==> src/rtl/seg7_pkg.sv <==
// Shared types and constants for the seven-segment scanner.
//   scan_state_e : scanner FSM states
//   SEG_OFF      : all segments dark (active-low)
//   hex_to_seg() : 4-bit nibble to active-low {g,f,e,d,c,b,a} pattern
package seg7_pkg;

  typedef enum logic [1:0] {
    StWait,
    StBlank,
    StShow
  } scan_state_e;

  localparam logic [6:0] SEG_OFF = 7'h7F;

  function automatic logic [6:0] hex_to_seg(input logic [3:0] nib);
    logic [6:0] pat;
    case (nib)
      4'h0:    pat = 7'b1000000;
      4'h1:    pat = 7'b1111001;
      4'h2:    pat = 7'b0100100;
      4'h3:    pat = 7'b0110000;
      4'h4:    pat = 7'b0011001;
      4'h5:    pat = 7'b0010010;
      4'h6:    pat = 7'b0000010;
      4'h7:    pat = 7'b1111000;
      4'h8:    pat = 7'b0000000;
      4'h9:    pat = 7'b0010000;
      4'hA:    pat = 7'b0001000;
      4'hB:    pat = 7'b0000011;
      4'hC:    pat = 7'b1000110;
      4'hD:    pat = 7'b0100001;
      4'hE:    pat = 7'b0000110;
      default: pat = 7'b0001110;
    endcase
    return pat;
  endfunction

endpackage

==> src/rtl/seg7_hex_dec.sv <==
// Combinational hex-to-seven-segment decoder.
//   nibble  : 4-bit hex digit
//   pattern : active-low segments {g,f,e,d,c,b,a}
module seg7_hex_dec
  import seg7_pkg::*;
(
  input  logic [3:0] nibble,
  output logic [6:0] pattern
);

  assign pattern = hex_to_seg(nibble);

endmodule

==> src/rtl/seg7_scan.sv <==
// Four-digit multiplexed seven-segment scanner with blanking gap,
// per-digit decimal points and optional leading-zero suppression.
//   clk, rst : clock, asynchronous active-low reset
//   tick     : divider square wave; each rising edge advances one digit
//   value    : 16-bit hex value, digit 0 rightmost
//   dp       : per-digit decimal point enable (active-high)
//   lz_en    : leading-zero suppression enable
//   an       : digit enables, active-low
//   seg      : segments {g,f,e,d,c,b,a}, active-low
//   seg_dp   : decimal point segment, active-low
//   frame    : one-cycle pulse when digit 0 is selected and a snapshot taken
module seg7_scan
  import seg7_pkg::*;
#(
  parameter int unsigned BLANK_CYCLES = 2
) (
  input  logic        clk,
  input  logic        rst,
  input  logic        tick,
  input  logic [15:0] value,
  input  logic [3:0]  dp,
  input  logic        lz_en,
  output logic [3:0]  an,
  output logic [6:0]  seg,
  output logic        seg_dp,
  output logic        frame
);

  localparam logic [3:0] BlankLoad = 4'(BLANK_CYCLES - 1);

  scan_state_e state;
  logic        tick_d;
  logic        armed;
  logic        strobe;
  logic [1:0]  idx;
  logic [1:0]  idx_nxt;
  logic [3:0]  blank_cnt;
  logic        suppress;

  logic [15:0] value_snap;
  logic [3:0]  dp_snap;
  logic        lz_snap;

  logic        take_snap;
  logic [15:0] src_value;
  logic [3:0]  src_dp;
  logic        src_lz;
  logic [3:0]  nibble;
  logic [6:0]  pattern;
  logic        suppress_nxt;

  // armed stays low for the first cycle after reset so that a tick already
  // high at release is only sampled into tick_d, never seen as an edge.
  always_comb begin
    strobe    = tick & ~tick_d & armed;
    idx_nxt   = idx + 2'd1;
    take_snap = strobe && (idx_nxt == 2'd0);
    // Digit 0 must show the data being latched on this same edge.
    src_value = take_snap ? value : value_snap;
    src_dp    = take_snap ? dp    : dp_snap;
    src_lz    = take_snap ? lz_en : lz_snap;

    nibble       = src_value[3:0];
    suppress_nxt = 1'b0;
    case (idx_nxt)
      2'd0: nibble = src_value[3:0];
      2'd1: begin
        nibble       = src_value[7:4];
        suppress_nxt = src_lz && (src_value[15:4] == 12'h000);
      end
      2'd2: begin
        nibble       = src_value[11:8];
        suppress_nxt = src_lz && (src_value[15:8] == 8'h00);
      end
      default: begin
        nibble       = src_value[15:12];
        suppress_nxt = src_lz && (src_value[15:12] == 4'h0);
      end
    endcase
  end

  seg7_hex_dec u_hex_dec (
    .nibble  (nibble),
    .pattern (pattern)
  );

  always_ff @(posedge clk or negedge rst) begin
    if (!rst) begin
      state      <= StWait;
      tick_d     <= 1'b0;
      armed      <= 1'b0;
      idx        <= 2'd3;
      blank_cnt  <= 4'd0;
      suppress   <= 1'b0;
      value_snap <= 16'h0000;
      dp_snap    <= 4'h0;
      lz_snap    <= 1'b0;
      an         <= 4'hF;
      seg        <= SEG_OFF;
      seg_dp     <= 1'b1;
      frame      <= 1'b0;
    end else begin
      tick_d <= tick;
      armed  <= 1'b1;
      frame  <= 1'b0;
      if (strobe) begin
        idx       <= idx_nxt;
        an        <= 4'hF;
        blank_cnt <= BlankLoad;
        state     <= StBlank;
        suppress  <= suppress_nxt;
        seg       <= suppress_nxt ? SEG_OFF : pattern;
        seg_dp    <= suppress_nxt | ~src_dp[idx_nxt];
        if (take_snap) begin
          value_snap <= value;
          dp_snap    <= dp;
          lz_snap    <= lz_en;
          frame      <= 1'b1;
        end
      end else begin
        case (state)
          StBlank: begin
            if (blank_cnt == 4'd0) begin
              state <= StShow;
              if (!suppress) an <= ~(4'b0001 << idx);
            end else begin
              blank_cnt <= blank_cnt - 4'd1;
            end
          end
          default: ;
        endcase
      end
    end
  end

endmodule

==> config.mk <==
export PLATFORM = sky130hd
export DESIGN_NAME = seg7_scan
export DESIGN_NICKNAME = d
export VERILOG_FILES = /design/src/rtl/seg7_pkg.sv /design/src/rtl/seg7_hex_dec.sv /design/src/rtl/seg7_scan.sv
export SDC_FILE = /design/constraint.sdc
export NUM_CORES = 1
export LEC_CHECK = 0
export ABC_AREA = 1
export CELL_PAD_IN_SITES_DETAIL_PLACEMENT = 1
export CELL_PAD_IN_SITES_GLOBAL_PLACEMENT = 1
export CORE_ASPECT_RATIO = 1.2
export CORE_MARGIN = 4
export CORE_UTILIZATION = 40
export DETAILED_ROUTE_END_ITERATION = 7
export MAX_ROUTING_LAYER = met4
export PLACE_DENSITY = 0.75
export RECOVER_POWER = 25
export SETUP_SLACK_MARGIN = 0.5
export SLEW_MARGIN = 10
export SYNTH_ARGS = -nofsm -noshare
export SYNTH_HDL_FRONTEND = slang
export SYNTH_SLANG_ARGS = --single-unit
==> constraint.sdc <==
create_clock -name clk -period 2.6 [get_ports clk]
set_input_delay 0.52 -clock clk [delete_from_list [all_inputs] [get_ports clk]]
set_output_delay 0.52 -clock clk [all_outputs]
set_load 0.1 [all_outputs]
==> results.rst <==
.. list-table::
   :header-rows: 1

   * - Metric
     - Value
   * - Run status
     - finished, final reports clean
   * - Nets
     - 453
   * - Pin count of the biggest net entering global routing
     - 46
   * - Hold violation total from the final report
     - 0
   * - Number of I/O pins
     - 37
   * - Fill cells
     - 770
   * - Worst hold path class
     - register to register
   * - Asr flop ratio synth
     - 100%
   * - Total number of vias
     - 2493
   * - Crit-path max FO
     - 8
   * - Remaining global-route overflow
     - 0
   * - Final antenna-violating net count
     - 0
   * - Synth cell types
     - 38
   * - Routed len/inst
     - 15.5 microns
   * - Horizontal die dimension
     - 82.2 microns
   * - Crit-path slowest cell
     - dfstp_2
   * - Number of buffers and inverters on the critical path
     - 4
   * - Total routing usage reported by global routing
     - 21.4%
   * - HPWL after detailed placement
     - 4860 microns
   * - Area growth from synthesis to final layout
     - 44.7%
   * - Instance count of the mapped netlist
     - 339
   * - Most common cell after layout, fill and taps aside
     - nand2_1
   * - Setup repair after global routing missed its margin
     - true
   * - Minimum clock period
     - 2.26 ns
   * - Maximum frequency from static timing analysis
     - 442 MHz
   * - Initial core utilization
     - 41.0%
   * - Ant. Diodes
     - 0
   * - Final setup fails
     - 0
   * - Number of antenna violations at the first check in global routing
     - 0
   * - Count of clock tree sinks
     - 45
   * - Clock tree from TritonCTS
     - done
   * - Pins Over Slew Limit
     - 0
   * - Overall power
     - 5.70 mW
   * - Critical path cell sequence
     - ha_4 -> clkinv_4 -> nor2_4 -> buf_12 -> nand2_4 -> nand3_2 -> nand2_1 -> o21ai_4 -> inv_2 -> ha_4 -> inv_2 -> nand3_4 -> nand3_2 -> nand3_2 -> nand2_1 -> nand2_1
   * - Share of the yosys chip area belonging to registers
     - 43.3%
   * - Clock Skew
     - 0.00750 ns
   * - Avg Inst Size Synth
     - 7.80 sq um
   * - Vias in the first global route
     - 2688
   * - Top library cells by usage in the layout, fill and taps aside
     - nand2_1 (68), buf_4 (46), inv_1 (41), nor2_1 (37), dfrtp_1 (31)
   * - Leakage Power
     - 1.90 nW
   * - Number of warnings issued by yosys
     - 0
   * - Max-cap violation count
     - 0
   * - Top FF cell, synth
     - dfrtp_1
   * - Critical path type
     - register to register
   * - Family with the most delay on the worst path
     - simple AND/OR/NAND/NOR gates
   * - Arrival time reported for the critical path endpoint
     - 2.50 ns
   * - CTS hold repair buffers
     - 0
   * - Pwr Density
     - 1490 mW/mm^2
   * - Measured slew at the worst slew-check pin
     - 1.14 ns
   * - Area of the mapped netlist
     - 0.00264 sq mm
   * - Clock latency of the later-clocked register in the worst-skew pair
     - 0.30 ns
   * - Detail-routed via count per cell
     - 4.98
   * - Number of flip-flops and latches in the synthesized netlist
     - 45
   * - Number of placement rows
     - 32
   * - Number of port buffers
     - 36
   * - Non-filler instance count after layout
     - 501
   * - Number of enable flip-flop cells after synthesis
     - 0
   * - Mapped Nets
     - 377
   * - Type of origin of the critical path
     - register
   * - Share of layout cells above drive strength 1
     - 36.5%
   * - Max clock buf depth
     - 2
   * - Level count of the clock H-tree
     - 2
   * - Post-layout util
     - 59.4%
   * - Clk Tree Root Cell
     - clkbuf_8
   * - Global-route wire length before repair
     - 12900 microns
   * - Part of the cycle the worst path needs
     - 87.1%
   * - Worst hold slack across all endpoints
     - 0.473 ns
   * - Required time at the worst-slack endpoint
     - 2.84 ns
   * - Max transition margin
     - 24.0%
   * - WL final
     - 7740 microns
   * - Post-placement cell count
     - 466
   * - Largest stage delay on the critical path
     - 0.58 ns
   * - Number of buffers inserted during clock tree synthesis
     - 5
   * - Final weighted congestion of routability-driven global placement
     - 0.843
   * - Area inside the core boundary
     - 0.00645 sq mm
   * - Max rail drop VDD
     - 0.784 mV
   * - Clock-pin transition on the worst setup and hold timing paths
     - 0.09 ns
   * - DRC violations left
     - 0
   * - Area of the die
     - 0.00798 sq mm
   * - Detailed-router iteration count before antenna repair
     - 4
   * - Die Y
     - 97.1 microns
   * - Detailed Route Iter0 Violations
     - 90
   * - Kind of end point of the critical path
     - register
[flip-flops by register name, indices dropped and copies added (netlist names)]
register	flops
an	4
armed	1
blank_cnt	4
dp_snap	4
frame	1
idx	2
lz_snap	1
seg	7
seg_dp	1
state	2
suppress	1
tick_d	1
value_snap	16
[where the power goes]
part / total, mW / internal [mW] / switching, mW
logic: 3.93 / 1.42 / 2.51
registers: 1.20 / 1.06 / 0.140
clock network: 0.563 / 0.314 / 0.249
total: 5.70 / 2.79 / 2.90
[layout make-up]
class / instances / area, sq um / share of cell area, %
multi-input combinational: 234 / 1570 / 40.9
inverter: 52 / 206 / 5.40
clock inverter: 1 / 30.0 / 0.785
tap: 85 / 106 / 2.78
sequential: 45 / 1140 / 29.9
timing repair buffer: 77 / 687 / 18.0
clock buffer: 7 / 86.3 / 2.26
[synth_stat cells (2+ instances only)]
library cell / count / area, sq um
o21ai_0: 6 / 30.0
nor2_4: 4 / 45.0
inv_2: 5 / 18.8
dfstp_2: 14 / 368
nor2_1: 37 / 139
buf_4: 2 / 15.0
dfrtp_1: 31 / 776
inv_1: 45 / 169
o21ai_1: 4 / 20.0
a21oi_1: 5 / 25.0
nand2_1: 84 / 315
ha_1: 14 / 175
and2_1: 5 / 31.3
buf_6: 2 / 22.5
clkinv_1: 2 / 7.51
buf_2: 2 / 10.0
nor3_1: 2 / 10.0
clkbuf_1: 2 / 7.51
nand2_2: 7 / 43.8
a31oi_1: 4 / 25.0
nand3_1: 45 / 225
[tightest hold or removal path: stages (launching register included)]
cell	delay [ns]
dfstp_2	0.38
nand2_1	0.06
nand2_1	0.04
[metrics by stage]
step           TNS [ns]  area [sq um]  setup WS (ns)
2_1_floorplan         0          2690          0.414
4_1_cts               0          3710          0.390
3_5_place_dp     -0.571          3170         -0.139
3_3_place_gp     -0.153          3170        -0.0446
5_1_grt               0          3830          0.185
6_report              0          3830          0.335
[layer usage]
layer,wire [microns],global-route usage (%),part of all wire (%),up-vias
met2,4120,36.5,53,44
met3,208,3.34,2.7,21
met4,243,8.70,3.1,0
met5,0,-,0,-
li1,-,-,-,1204
met1,3170,24.4,41,1224
[timing repair]
action / CTS / global route
resized for setup: 57 / 12
buffers inserted: 19 / 8
gates cloned: 0 / 0
setup endpoints to repair: 9 / 9
pin swaps: 21 / 9
[kinds of logic (layout without fill, tap and decap cells)]
group | Yosys count | count (layout) | synth area share [%]
compound gates | 24 | 24 | 5.77
xor+xnor | 1 | 1 | 0.331
fa+ha+maj | 14 | 14 | 6.63
buf+inv | 60 | 137 | 9.47
flops | 45 | 45 | 43.3
mux | 1 | 1 | 0.379
other cells | 1 | 1 | 0.142
simple gates | 193 | 193 | 34.0
[worst paths after layout]
kind	startpoint	endpoint	slack, ns	cells after the start
max	idx[0]	seg[3]	0.34	16
max in group asynchronous	rst	value_snap[14]	1.39	2
max reg2reg	idx[0]	seg[3]	0.34	16
min	seg[0]	seg[0]	0.47	2
min in group asynchronous	rst	blank_cnt[2]	0.52	2
min reg2reg	seg[0]	seg[0]	0.47	2
Note: power is estimated with default switching activity, not from simulation.
